--- config.mk ---
export PLATFORM = sky130hd
export DESIGN_NAME = mul_div_unit
export DESIGN_NICKNAME = d
export VERILOG_FILES = /design/src/rtl/mul_div_unit_pkg.sv /design/src/rtl/mul_div_unit.sv
export SDC_FILE = /design/constraint.sdc
export NUM_CORES = 1
export LEC_CHECK = 0
export BUFFER_PORTS_ARGS = -buffer_cell sky130_fd_sc_hd__buf_2
export CAP_MARGIN = 20
export CELL_PAD_IN_SITES_DETAIL_PLACEMENT = 1
export CELL_PAD_IN_SITES_GLOBAL_PLACEMENT = 1
export CORE_MARGIN = 3
export CORE_UTILIZATION = 37
export DETAILED_ROUTE_END_ITERATION = 10
export PLACE_DENSITY_LB_ADDON = 0.25
export SYNTH_ARGS = -nofsm -noshare
export SYNTH_HDL_FRONTEND = slang
export SYNTH_SLANG_ARGS = --single-unit
--- constraint.sdc ---
create_clock -name clk -period 9.3 [get_ports clk]
set_clock_uncertainty 0.15 [all_clocks]
set_input_delay 2.325 -clock clk [delete_from_list [all_inputs] [get_ports clk]]
set_output_delay 2.325 -clock clk [all_outputs]
set_load 0.05 [all_outputs]
--- src/rtl/mul_div_unit_pkg.sv ---
`default_nettype none
// ============================================================================
// Module      : mul_div_unit_pkg
// Description : Shared RV32M operation encodings, FSM states and datapath width
// Revision    : 1.0 - initial release
// ============================================================================
package mul_div_unit_pkg;

    localparam int XLEN = 32;

    // Same encoding is driven by the main control unit onto md_operation.
    typedef enum logic [2:0] {
        MD_MUL    = 3'b000,
        MD_MULH   = 3'b001,
        MD_MULHSU = 3'b010,
        MD_MULHU  = 3'b011,
        MD_DIV    = 3'b100,
        MD_DIVU   = 3'b101,
        MD_REM    = 3'b110,
        MD_REMU   = 3'b111
    } md_op_e;

    typedef enum logic [1:0] {
        ST_IDLE = 2'b00,
        ST_CALC = 2'b01,
        ST_DONE = 2'b10
    } md_state_e;

endpackage
`default_nettype wire

--- src/rtl/mul_div_unit.sv ---
`default_nettype none
// ============================================================================
// Module      : mul_div_unit
// Description : Iterative radix-2 RV32M multiply/divide unit (32 steps/op)
// Revision    : 1.0 - initial release
// ============================================================================
module mul_div_unit
    import mul_div_unit_pkg::*;
(
    input  logic            clk,
    input  logic            rst,
    input  logic            start,
    input  logic            flush,
    input  logic [2:0]      md_operation,
    input  logic [XLEN-1:0] operand_a,
    input  logic [XLEN-1:0] operand_b,
    output logic            busy,
    output logic            done,
    output logic [XLEN-1:0] result
);

    md_state_e         r_state, w_state_next;
    md_op_e            r_op;
    logic              r_sign_a, r_sign_b;
    logic [4:0]        r_cnt;
    logic [2*XLEN-1:0] r_acc;
    logic [XLEN-1:0]   r_oper;
    logic [XLEN-1:0]   r_result;

    // ---------------- accept-time decode ----------------
    logic            w_accept, w_is_div, w_a_signed, w_b_signed;
    logic            w_sign_a, w_sign_b, w_div_zero, w_div_ovf, w_special;
    logic [XLEN-1:0] w_abs_a, w_abs_b, w_special_res;

    assign w_accept   = (r_state == ST_IDLE) && start && !flush;
    assign w_is_div   = md_operation[2];
    assign w_a_signed = (md_operation == MD_MULH) || (md_operation == MD_MULHSU) ||
                        (md_operation == MD_DIV)  || (md_operation == MD_REM);
    assign w_b_signed = (md_operation == MD_MULH) || (md_operation == MD_DIV) ||
                        (md_operation == MD_REM);
    assign w_sign_a   = w_a_signed && operand_a[XLEN-1];
    assign w_sign_b   = w_b_signed && operand_b[XLEN-1];
    assign w_abs_a    = w_sign_a ? (~operand_a + 32'd1) : operand_a;
    assign w_abs_b    = w_sign_b ? (~operand_b + 32'd1) : operand_b;

    assign w_div_zero = w_is_div && (operand_b == '0);
    assign w_div_ovf  = ((md_operation == MD_DIV) || (md_operation == MD_REM)) &&
                        (operand_a == 32'h8000_0000) && (operand_b == 32'hFFFF_FFFF);
    assign w_special  = w_div_zero || w_div_ovf;

    // md_operation[1] separates REM/REMU from DIV/DIVU within the divide group.
    always_comb begin
        w_special_res = '0;
        if (w_div_zero)
            w_special_res = md_operation[1] ? operand_a : 32'hFFFF_FFFF;
        else if (w_div_ovf)
            w_special_res = md_operation[1] ? 32'h0000_0000 : 32'h8000_0000;
    end

    // ---------------- one iteration step ----------------
    logic [XLEN:0]     w_mul_sum, w_div_rem;
    logic [XLEN-1:0]   w_div_diff;
    logic              w_div_ge;
    logic [2*XLEN-1:0] w_mul_next, w_div_next, w_acc_next;

    // Multiply: acc = {partial product, remaining multiplier bits}, shift right.
    assign w_mul_sum  = {1'b0, r_acc[2*XLEN-1:XLEN]} + (r_acc[0] ? {1'b0, r_oper} : 33'd0);
    assign w_mul_next = {w_mul_sum, r_acc[XLEN-1:1]};

    // Divide: acc = {remainder, dividend/quotient bits}, shift left.
    assign w_div_rem  = r_acc[2*XLEN-1:XLEN-1];
    assign w_div_ge   = w_div_rem >= {1'b0, r_oper};
    assign w_div_diff = w_div_rem[XLEN-1:0] - r_oper;
    assign w_div_next = {(w_div_ge ? w_div_diff : w_div_rem[XLEN-1:0]),
                         r_acc[XLEN-2:0], w_div_ge};

    assign w_acc_next = r_op[2] ? w_div_next : w_mul_next;

    // ---------------- sign fix on the final step ----------------
    logic [2*XLEN-1:0] w_prod;
    logic [XLEN-1:0]   w_quot, w_rem, w_final;

    assign w_prod = (r_sign_a ^ r_sign_b) ? (~w_acc_next + 64'd1) : w_acc_next;
    assign w_quot = (r_sign_a ^ r_sign_b) ? (~w_acc_next[XLEN-1:0] + 32'd1)
                                          : w_acc_next[XLEN-1:0];
    assign w_rem  = r_sign_a ? (~w_acc_next[2*XLEN-1:XLEN] + 32'd1)
                             : w_acc_next[2*XLEN-1:XLEN];

    always_comb begin
        w_final = w_prod[XLEN-1:0];
        case (r_op)
            MD_MUL:                       w_final = w_prod[XLEN-1:0];
            MD_MULH, MD_MULHSU, MD_MULHU: w_final = w_prod[2*XLEN-1:XLEN];
            MD_DIV, MD_DIVU:              w_final = w_quot;
            default:                      w_final = w_rem;
        endcase
    end

    // ---------------- FSM ----------------
    always_ff @(posedge clk) begin
        if (rst) r_state <= ST_IDLE;
        else     r_state <= w_state_next;
    end

    always_comb begin
        w_state_next = r_state;
        case (r_state)
            ST_IDLE: if (start) w_state_next = w_special ? ST_DONE : ST_CALC;
            ST_CALC: if (r_cnt == 5'd31) w_state_next = ST_DONE;
            ST_DONE: w_state_next = ST_IDLE;
            default: w_state_next = ST_IDLE;
        endcase
        if (flush) w_state_next = ST_IDLE;
    end

    // ---------------- datapath ----------------
    always_ff @(posedge clk) begin
        if (rst) begin
            r_op     <= MD_MUL;
            r_sign_a <= 1'b0;
            r_sign_b <= 1'b0;
            r_cnt    <= '0;
            r_acc    <= '0;
            r_oper   <= '0;
            r_result <= '0;
        end else if (w_accept) begin
            r_op     <= md_op_e'(md_operation);
            r_sign_a <= w_sign_a;
            r_sign_b <= w_sign_b;
            r_cnt    <= '0;
            r_acc    <= {32'd0, (w_is_div ? w_abs_a : w_abs_b)};
            r_oper   <= w_is_div ? w_abs_b : w_abs_a;
            if (w_special) r_result <= w_special_res;
        end else if ((r_state == ST_CALC) && !flush) begin
            r_acc <= w_acc_next;
            r_cnt <= r_cnt + 5'd1;
            if (r_cnt == 5'd31) r_result <= w_final;
        end
    end

    assign busy   = (r_state != ST_IDLE);
    assign done   = (r_state == ST_DONE);
    assign result = r_result;

endmodule
`default_nettype wire

### After elaboration in Yosys (flattened, before gate mapping)

Cells that the tools add are included.

* register bits after elaboration: 140
* input port bits: 71
* logic and storage cells: 94

* add/subtract/negate cells: 8
* order comparisons: 1
* eq/ne operators: 17
* muxes and demuxes: 25
* bitwise operators: 6
* reduce and logical (&&, ||, !) cells: 28

Operators by type and width (number)
* 32-bit 2-to-1 mux: 18
* 32-bit by 1-bit adder with 32-bit output, second input constant: 4
* 64-bit 2-to-1 mux: 2
* 32-bit inverter: 4
* 32-bit one-hot mux with 3 select lines: 1
* 64-bit by 1-bit adder with 64-bit output, second input constant: 1
* 32-bit == test, second input constant: 2
* 64-bit inverter: 1
* 32-bit by 32-bit adder with 33-bit output: 1
* 33-bit by 32-bit greater-or-equal comparator with 1-bit output: 1
* 32-bit logical NOT: 1
* 32-bit subtractor: 1
* 3-bit == test, second input constant: 4
* 3-bit by 2-bit == test with 1-bit output, second input constant: 3
* 1-bit logical AND: 8
* 1-bit logical OR: 7
* 3-bit by 1-bit == test with 1-bit output, second input constant: 2
* 2-bit 2-to-1 mux: 3
* 2-bit nonzero test: 3
* 2-bit OR reduction: 3
* 5-bit by 1-bit adder with 5-bit output, second input constant: 1
* 5-bit == test, second input constant: 1
* 2-bit != test, second input constant: 2
* 2-bit one-hot mux with 2 select lines: 1
* other kinds (10): 10

### Depth between registers and ports, before layout

Gate-level depths: netlist of the first run.

* depth in word-level cells: 10
* depth in mapped cells: 23
* mapped depth without buffers: 20

### Worst setup path before layout of the first run

No wires, ideal clock.

* kind: flip-flop to flip-flop
* start point: register r_op[2]
* end point: register r_result[20], in the netlist result[20]
* library setup time: 0.133 ns
* arrival time: 5.295 ns
* data required time: 9.017 ns
* slack: 3.722 ns
* stages on the path, launching flop included: 22
* buffers on the path: 9
* period minus slack after synthesis: 5.578 ns
* cells stage by stage: dfxtp_1 > clkbuf_1 > buf_1 > buf_2 > buf_2 > buf_2 > buf_1 > buf_2 > buf_1 > clkbuf_1 > nand2_1 > o21ai_0 > ha_1 > o221ai_1 > or3_1 > nor2_1 > nand4_1 > nor3_1 > a41oi_1 > xor2_1 > a2111oi_0 > nor4_1

* word-level cells in the longest chain between the ends: 8
* elaborated cells between the ends (all ways): 22
* those cells by class: add/sub: 3; eq/ne: 5; mux: 8; bitwise: 3; reduce/logical: 3

RTL lines
* start, declared: RTL line mul_div_unit.sv:23 `md_op_e r_op;`
* start signal, assigned: RTL line mul_div_unit.sv:127 `r_op <= md_op_e'(md_operation);`
* 64-bit 2-to-1 mux: RTL line mul_div_unit.sv:77 `assign w_acc_next = r_op[2] ? w_div_next : w_mul_next;`
* 64-bit inverter, or another cell as far along: RTL line mul_div_unit.sv:83 `assign w_prod = (r_sign_a ^ r_sign_b) ? (~w_acc_next + 64'd1) : w_acc_next;`
* 64-bit by 1-bit adder with 64-bit output, or another cell as far along: RTL line mul_div_unit.sv:83
* 64-bit 2-to-1 mux, or another cell as far along: RTL line mul_div_unit.sv:83
* 32-bit one-hot mux with 3 select lines (*): RTL line mul_div_unit.sv:91 `case (r_op)`
* 32-bit 2-to-1 mux (*): RTL line mul_div_unit.sv:137 `if (r_cnt == 5'd31) r_result <= w_final;`
* 32-bit 2-to-1 mux (*): RTL line mul_div_unit.sv:134 `end else if ((r_state == ST_CALC) && !flush) begin`
* 32-bit 2-to-1 mux (*): RTL line mul_div_unit.sv:126 `end else if (w_accept) begin`
* end signal, assigned: RTL line mul_div_unit.sv:133 `if (w_special) r_result <= w_special_res;`
* end signal, assigned: RTL line mul_div_unit.sv:137
* end, declared: RTL line mul_div_unit.sv:28 `logic [XLEN-1:0] r_result;`

Every way passes the cells marked *; elsewhere a longest branch is shown, timed or not. The select of a mux whose other input is x is not followed.
A chain may end at the register's enable or synchronous reset.

### Final worst setup path of the first run

* start point: register r_oper[22]
* end point: register r_result[30], in the netlist result[30]

* word-level cells in the longest chain between the ends: 10
* elaborated cells between the ends (all ways): 19
* those cells by class: add/sub: 5; order compare: 1; mux: 10; bitwise: 3

RTL lines
* start, declared: RTL line mul_div_unit.sv:27 `logic [XLEN-1:0] r_oper;`
* start signal, assigned: RTL line mul_div_unit.sv:132 `r_oper <= w_is_div ? w_abs_b : w_abs_a;`
* 32-bit 2-to-1 mux, or another cell as far along: RTL line mul_div_unit.sv:67 `assign w_mul_sum = {1'b0, r_acc[2*XLEN-1:XLEN]} + (r_acc[0] ? {1'b0, r_oper} : 33'd0);`
* 32-bit by 32-bit adder with 33-bit output or 32-bit 2-to-1 mux (tied branches): RTL line mul_div_unit.sv:67, mul_div_unit.sv:74
* 64-bit 2-to-1 mux (*): RTL line mul_div_unit.sv:77
* 64-bit inverter or 32-bit inverter (tied branches): RTL line mul_div_unit.sv:83, mul_div_unit.sv:86
* 64-bit by 1-bit adder with 64-bit output or 32-bit by 1-bit adder with 32-bit output (tied branches): RTL line mul_div_unit.sv:83, mul_div_unit.sv:86
* 64-bit 2-to-1 mux or 32-bit 2-to-1 mux (tied branches): RTL line mul_div_unit.sv:83, mul_div_unit.sv:86
* 32-bit one-hot mux with 3 select lines (*): RTL line mul_div_unit.sv:91
* 32-bit 2-to-1 mux (*): RTL line mul_div_unit.sv:137
* 32-bit 2-to-1 mux (*): RTL line mul_div_unit.sv:134
* 32-bit 2-to-1 mux (*): RTL line mul_div_unit.sv:126

Marks and branches as above.

==> results.json, run 1 <==
{
  "dr.pass1.iters": 6,
  "max_cap_violations": 0,
  "synth_edf_count": 0,
  "synth_top_cell_by_area": "dfxtp_1",
  "drc": 0,
  "grt_max_degree": 89,
  "hold_path.class": "flip-flop to flip-flop",
  "clkSinkCount": 140,
  "cts_tree": "yes",
  "grt_pass1_wl_um": 114000,
  "routedWlPerCell_um": 26.8,
  "initial_core_util": 0.380,
  "clockBufferDepth": 2,
  "dieHeight_um": 212,
  "vdd_drop_max_mv": 0.0957,
  "cp_max_fo": 19,
  "via_count": 18300,
  "setup_viol": 0,
  "via_per_inst": 6.46,
  "drt_iter0_drc": 1429,
  "rsz0062_at_grt": "false",
  "synthTopCellsByCount": "nand2_1, a21oi_1, nor2_1",
  "cts-htree-levels": 4,
  "cts_buffers": 17,
  "hold_viol_final": 0,
  "ys_types": 92,
  "end_kind": "flip-flop",
  "io_pins": 105,
  "drv_slew": 0,
  "synthesis.nets": 2436,
  "root_buffer": "clkbuf_16",
  "hold_buffers": 0,
  "synthesis.area_um2": 15800,
  "die-area_um2": 45100,
  "arrival_ns": 7.21,
  "nNetsFinal": 2435,
  "relSlewSlack": 0.214,
  "core_um2": 41500,
  "critPathLaunchType": "flip-flop",
  "min_period_ns": 6.96,
  "tns_ns": 0,
  "power_density_nw_per_um2": 131,
  "diodes": 0,
  "ys_seq_area_frac": 0.178,
  "synth_flop_cell": "dfxtp_1",
  "drive_gt1_frac": 0.0964,
  "crit_type": "flip-flop to flip-flop",
  "status": "finished, final reports clean",
  "yosys.cell_count.top_type": "nand2_1",
  "ant_nets": 0,
  "area_growth_pct": 9.35,
  "synthArstFlopShare": 0,
  "cts_resized": 0,
  "post-route-period-util": 0.748,
  "die_x_um": 212,
  "grt_usage": 0.332,
  "clk_pin_slew_ns": 0.07,
  "hpwl_um": 59800,
  "synth.top_cell.area_share": 0.178,
  "grt_pass1_vias": 17900,
  "ys_ff_latch": 140,
  "overflow": 0,
  "postCtsSetupBuffers": 0,
  "io_buffers": 104,
  "fillers": 5352,
  "routed_wl_um": 76000,
  "clk_latency_ns": 0.46,
  "postSynthCellCount": 2292,
  "synth_area_leaders": "dfxtp_1, a21oi_1, nand2_1, ha_1, xnor2_1",
  "dp_worst_setup_slack_ns": 2.59,
  "power_leakage_nw": 6.61,
  "synth.avg_cell_area_um2": 6.88,
  "place.gp.congestion": 0.992,
  "worstMarginPinSlew_ns": 1.18,
  "max_freq_ghz": 0.144,
  "grt_antenna_before_repair": 0,
  "finalWorstSetupSlack_ns": 2.34,
  "cp.required_ns": 9.55,
  "yosys_warnings": 0,
  "row_count": 74
}
==> cells in the final DEF (no fill, tap or decap), types with 41 or more instances in the layout <==
cell and instances:
a211oi_1 41, a21oi_1 243, and2_1 51, buf_2 103, dfxtp_1 139, ha_1 71
inv_1 62, mux2i_1 41, nand2_1 301, nand3_1 48, nor2_1 188, nor3_1 81
o211ai_1 97, o21ai_0 132, xnor2_1 99, xor2_1 77
==> power by group <==
group	internal, mW	leakage (nW)	switching (mW)
combinational	0.265	5.17	0.590
sequential	0.621	1.14	0.0280
clock	0.424	0.300	0.334
==> layout make-up <==
cell class,count,area (µm²),share of cell area
Sequential cell,140,2810,0.163
Clock buffer,19,464,0.0269
Multi-Input combinational cell,1932,12100,0.705
Inverter,65,244,0.0142
Clock inverter,13,151,0.00878
Timing Repair Buffer,135,756,0.0438
Tap cell,532,666,0.0386
==> path summary, 6_finish.rpt <==
kind                            cells after the start  startpoint  slack (ns)         end
worst max-delay path                               18  r_oper[22]        2.34  result[30]
worst min-delay path                                2  r_oper[18]        0.32  r_oper[18]
worst max register to register                     18  r_oper[22]        2.34  result[30]
worst min register to register                      2  r_oper[18]        0.32  r_oper[18]
==> state kept, by name, indices dropped and copies added (netlist names) <==
register and cells:
r_cnt 5, r_acc 64, r_sign_b 1, result 32
r_sign_a 1, r_op 3, r_state 2, r_oper 32
==> worst max-delay path, stage by stage, from the launching register on <==
cell	delay, ns
dfxtp_1	0.36
inv_1	0.06
ha_1	0.53
nand4_1	0.23
or4_4	0.47
nor4_4	0.24
o311a_1	0.85
nor2_1	0.24
o311ai_1	0.71
ha_1	0.39
inv_1	0.10
or4_1	0.56
nand4bb_1	0.29
nor3_2	0.46
and4_1	0.35
nand2_1	0.07
or4_1	0.52
a31oi_1	0.19
a31o_1	0.11
==> per-stage QoR <==
step                cell area [µm²]  std cells  hold WS (ns)   util  total power, mW
finish                        17200       2836         0.317  0.416             2.26
global route                  17200       2836         0.340  0.416             2.35
CTS                           17200       2836         0.317  0.416             2.24
detailed placement            16600       2804         0.306  0.401             1.49
global placement              16600       2804         0.297  0.401             1.48
floorplan                     15800       2292         0.290      -             1.19
==> cell families after synthesis <==
family | after synthesis | share of synthesized area
AND/OR/NAND/NOR | 861 | 0.261
flip-flops | 140 | 0.178
adder cells (fa/ha/maj) | 73 | 0.0589
multiplexers | 50 | 0.0325
AO/OA/AOI/OAI | 770 | 0.316
buffers and inverters | 220 | 0.0544
XOR/XNOR | 178 | 0.0989
==> layer usage <==
metal  part of all wire  wire (µm)  track usage
met1               0.43      32500        0.436
met2               0.47      35400        0.547
met3              0.063       4820       0.0447
met4              0.044       3340        0.139
met5                  0          0            0
(Power assumes the default switching activity.)
==> inputs of run 2 (changes only) <==
==> constraint.sdc (replaced) <==
create_clock -name clk -period 6.85 [get_ports clk]
set_clock_uncertainty 0.15 [all_clocks]
set_input_delay 1.7125 -clock clk [delete_from_list [all_inputs] [get_ports clk]]
set_output_delay 1.7125 -clock clk [all_outputs]
set_load 0.05 [all_outputs]
==> results.json, run 2 (synthesis results as in run 1) <==
{
  "status": "finished, final reports clean",
  "grt_pass1_vias": 18000,
  "dr.pass1.iters": 5,
  "clk_latency_ns": 0.46,
  "hpwl_um": 61500,
  "via_count": 18600,
  "max_freq_ghz": 0.156,
  "routedWlPerCell_um": 27.3,
  "cp.required_ns": 7.07,
  "initial_core_util": 0.380,
  "p_seq_frac": 0.287,
  "comb_power_share": 0.387,
  "final_cell_mix": "nand2_1, a21oi_1, nor2_1, dfxtp_1, o21ai_0",
  "die-area_um2": 45100,
  "tns_ns": 0,
  "critPathLaunchType": "flip-flop",
  "ff_latch_area_um2": 2810,
  "arrival_ns": 6.61,
  "grt_usage": 0.338,
  "diodes": 0,
  "root_buffer": "clkbuf_16",
  "swShare": 0.416,
  "setup_viol": 0,
  "nNetsFinal": 2461,
  "clk_pin_slew_ns": 0.07,
  "row_count": 74,
  "power_switching_mw": 1.27,
  "regMostFlops": "r_acc",
  "p_clk_frac": 0.326,
  "drc": 0,
  "clockBufferDepth": 2,
  "stdcell_count": 2862,
  "postCtsSetupBuffers": 0,
  "die_x_um": 212,
  "largest_reg_flops": 64,
  "dp_worst_setup_slack_ns": 0.792,
  "cts_tree": "yes",
  "dpl-instance-area_um2": 16800,
  "place.gp.congestion": 1.00,
  "drive_gt1_frac": 0.106,
  "drt_iter0_drc": 1818,
  "cts_buffers": 17,
  "design_area_um2": 17400,
  "finalWorstSetupSlack_ns": 0.457,
  "hold_path.class": "flip-flop to flip-flop",
  "hold_buffers": 0,
  "crit_type": "flip-flop to flip-flop",
  "io_pins": 105,
  "cts-htree-levels": 4,
  "grt_pass1_wl_um": 116000,
  "via_per_inst": 6.49,
  "core_um2": 41500,
  "power_leakage_nw": 6.73,
  "routed_wl_um": 78000,
  "fillers": 5350,
  "max_cap_violations": 0,
  "clkSinkCount": 140,
  "final_common_cell": "nand2_1",
  "grt_antenna_before_repair": 0,
  "worstMarginPinSlew_ns": 1.14,
  "cp_max_fo": 10,
  "vdd_drop_max_mv": 0.150,
  "hold_viol_final": 0,
  "area_growth_pct": 10.5,
  "overflow": 0,
  "dieHeight_um": 212,
  "power_density_nw_per_um2": 176,
  "rsz0062_at_grt": "false",
  "cts_resized": 0,
  "end_kind": "flip-flop",
  "io_buffers": 104,
  "relSlewSlack": 0.242,
  "post-route-period-util": 0.933,
  "min_period_ns": 6.39,
  "place_inst": 2830,
  "grt_max_degree": 93,
  "multi_input_area_um2": 12100,
  "ant_nets": 0,
  "power.internal_mw": 1.79,
  "drv_slew": 0
}
-- run 2: final timing paths --
| kind | end | start | cells after the start | slack (ns) |
|---|---|---|---|---|
| max reg2reg | result[27] | r_oper[24] | 16 | 0.46 |
| max | result[27] | r_oper[24] | 16 | 0.46 |
| min reg2reg | result[6] | result[6] | 2 | 0.32 |
| min | result[6] | result[6] | 2 | 0.32 |
-- run 2: layout make-up --
cell class	instances	share of cell area
inverters	65	0.0140
well taps	532	0.0382
flip-flops and latches	140	0.161
clock inverters	14	0.00955
repair buffers	161	0.0553
multi-input cells	1932	0.697
clock buffers	18	0.0246
-- run 2: per-stage QoR --
| step | utilization | hold slack [ns] | power, mW |
|---|---|---|---|
| 2_1_floorplan | - | 0.290 | 1.62 |
| 3_3_place_gp | 0.406 | 0.290 | 2.02 |
| 3_5_place_dp | 0.406 | 0.308 | 2.04 |
| 4_1_cts | 0.420 | 0.317 | 3.04 |
| 5_1_grt | 0.420 | 0.342 | 3.17 |
| 6_report | 0.420 | 0.316 | 3.06 |
-- run 2: critical path, cell delays in order, from the launching register on --
cell	delay [ns]
dfxtp_1	0.35
inv_1	0.05
ha_1	0.43
a21oi_1	0.31
o21ai_1	0.26
a211oi_1	0.39
and3_1	0.67
nand2_1	0.55
a311oi_2	0.96
nand2_1	0.34
nor4b_1	0.44
buf_4	0.18
nand3_1	0.15
o32ai_1	0.32
nor3_1	0.07
a211o_1	0.37
a311oi_1	0.29
-- run 2: metal layers --
metal,part of all wire,up-vias,track usage
li1,-,8453,-
met1,0.42,9248,0.436
met2,0.46,730,0.559
met3,0.064,142,0.0471
met4,0.049,0,0.158
met5,0,-,0
-- run 2: power groups by stage --
stage | clock network [mW] | registers, mW | logic (mW)
2_1_floorplan | 0 | 0.883 | 0.734
3_5_place_dp | 0 | 0.897 | 1.15
4_1_cts | 1.01 | 0.879 | 1.15
6_report | 0.998 | 0.881 | 1.18
3_3_place_gp | 0 | 0.895 | 1.13
5_1_grt | 1.03 | 0.884 | 1.25
==> inputs of run 3 (changes only) <==
--- a/config.mk
+++ b/config.mk
@@ -7,10 +7,10 @@
 export LEC_CHECK = 0
 export BUFFER_PORTS_ARGS = -buffer_cell sky130_fd_sc_hd__buf_2
 export CAP_MARGIN = 20
-export CELL_PAD_IN_SITES_DETAIL_PLACEMENT = 1
-export CELL_PAD_IN_SITES_GLOBAL_PLACEMENT = 1
+export CELL_PAD_IN_SITES_DETAIL_PLACEMENT = 2
+export CELL_PAD_IN_SITES_GLOBAL_PLACEMENT = 2
 export CORE_MARGIN = 3
-export CORE_UTILIZATION = 37
+export CORE_UTILIZATION = 36
 export DETAILED_ROUTE_END_ITERATION = 10
 export PLACE_DENSITY_LB_ADDON = 0.25
 export SYNTH_ARGS = -nofsm -noshare
==> results.json, run 3 (synthesis results as in run 1) <==
{
  "status": "finished, final reports clean",
  "final_cell_mix": "nand2_1, a21oi_1, nor2_1, dfxtp_1, o21ai_0",
  "p_clk_frac": 0.333,
  "finalWorstSetupSlack_ns": 0.324,
  "crit_type": "flip-flop to flip-flop",
  "routedWlPerCell_um": 29.3,
  "initial_core_util": 0.365,
  "dr.pass1.iters": 5,
  "via_per_inst": 6.46,
  "dp_worst_setup_slack_ns": 0.516,
  "worstMarginPinSlew_ns": 1.13,
  "cts_resized": 0,
  "max_freq_ghz": 0.153,
  "setup_viol": 0,
  "drt_iter0_drc": 1364,
  "dieHeight_um": 215,
  "rsz0062_at_grt": "true",
  "grt_pass1_wl_um": 127000,
  "power.internal_mw": 1.84,
  "regMostFlops": "r_acc",
  "whs_path_depth": 2,
  "grt_usage": 0.359,
  "comb_power_share": 0.386,
  "worst_hold_startpoint": "result[6]",
  "worstRegToRegCells": 19,
  "r2r_setup_slack_ns": 0.32,
  "min_period_ns": 6.53,
  "r2r_end": "result[20]",
  "post-route-period-util": 0.953,
  "grt_pass1_vias": 19400,
  "final_common_cell": "nand2_1",
  "postCtsSetupBuffers": 0,
  "power_switching_mw": 1.31,
  "nNetsFinal": 2464,
  "largest_reg_flops": 64,
  "io_buffers": 104,
  "ant_nets": 0,
  "hold_viol_final": 0,
  "cts_tree": "yes",
  "hpwl_um": 66600,
  "drc": 0,
  "relSlewSlack": 0.249,
  "die-area_um2": 46300,
  "dpl-instance-area_um2": 16900,
  "power_leakage_nw": 6.77,
  "hold_buffers": 0,
  "cts-htree-levels": 4,
  "cp.required_ns": 7.00,
  "drive_gt1_frac": 0.108,
  "die_x_um": 215,
  "finalPower_mw": 3.15,
  "core_um2": 43200,
  "design_area_um2": 17600,
  "swShare": 0.417,
  "area_growth_pct": 11.4,
  "vdd_drop_max_mv": 0.178,
  "drv_slew": 0,
  "power_density_nw_per_um2": 179,
  "grt_max_degree": 93,
  "io_pins": 105,
  "clockBufferDepth": 2,
  "arrival_ns": 6.67,
  "routed_wl_um": 85500,
  "clkSinkCount": 140,
  "hold_path.class": "flip-flop to flip-flop",
  "row_count": 76,
  "end_kind": "flip-flop",
  "r2r-start": "r_acc[41]",
  "fillers": 5191,
  "p_seq_frac": 0.281,
  "grt_antenna_before_repair": 1,
  "via_count": 18900,
  "cts_buffers": 17,
  "overflow": 0,
  "cp_max_fo": 14,
  "max_cap_violations": 0,
  "min_to": "result[6]",
  "critPathLaunchType": "flip-flop",
  "clk_pin_slew_ns": 0.06,
  "place.gp.congestion": 0.985,
  "final_util": 0.407,
  "clk_latency_ns": 0.47,
  "root_buffer": "clkbuf_16"
}
-- run 3: power groups by stage --
stage	clock network, mW	logic [mW]	registers [mW]
floorplan	0	0.734	0.883
global placement	0	1.14	0.899
detailed placement	0	1.17	0.902
CTS	1.05	1.18	0.884
global route	1.09	1.30	0.890
finish	1.05	1.22	0.886
-- run 3: area by class of cell --
| type | count | area [µm²] | share of cell area |
|---|---|---|---|
| Clock buffer | 21 | 480 | 0.0274 |
| Inverter | 65 | 244 | 0.0139 |
| Tap cell | 585 | 732 | 0.0417 |
| Timing Repair Buffer | 164 | 981 | 0.0559 |
| Clock inverter | 11 | 155 | 0.00884 |
| Sequential cell | 140 | 2810 | 0.160 |
| Multi-Input combinational cell | 1932 | 12200 | 0.692 |
| Antenna cell | 1 | 2.50 | 0.000143 |
-- run 3: per-stage QoR --
step	TNS, ns	hold WS [ns]	instances
6_report	0	0.310	2919
5_1_grt	-0.0101	0.344	2918
4_1_cts	0	0.316	2917
3_5_place_dp	0	0.306	2885
3_3_place_gp	0	0.297	2884
2_1_floorplan	0	0.290	2292
-- run 3: worst max path at each step --
| stage | cells after the start | startpoint | endpoint | slack [ns] |
|---|---|---|---|---|
| after floorplan | 21 | r_op[2] | result[20] | 1.27 |
| after global placement | 20 | r_acc[41] | result[4] | 0.76 |
| after detailed placement | 21 | r_oper[22] | result[24] | 0.52 |
| after CTS | 20 | r_acc[41] | result[24] | 0.45 |
| after global routing | 20 | r_acc[41] | result[24] | -0.01 |
| final | 19 | r_acc[41] | result[20] | 0.32 |
-- run 3: layer usage --
layer,GRT usage,wire (µm)
met1,0.452,35700
met2,0.605,40500
met3,0.0509,4920
met4,0.171,4300
met5,0,0
-- run 3: critical path: stages, from the launching register on --
cell       delay [ns]
dfxtp_1          0.46
ha_1             0.43
a21oi_1          0.36
o21ai_0          0.26
o21bai_1         0.44
o311a_1          0.54
nor2_1           0.17
buf_4            0.29
nand2_1          0.08
o21ai_0          0.21
ha_1             0.31
o221ai_1         0.24
or3_1            0.45
nor2_1           0.32
nand4_1          0.34
nor3_1           0.38
a41oi_1          0.18
xor2_1           0.20
a2111oi_0        0.45
nor4_1           0.10
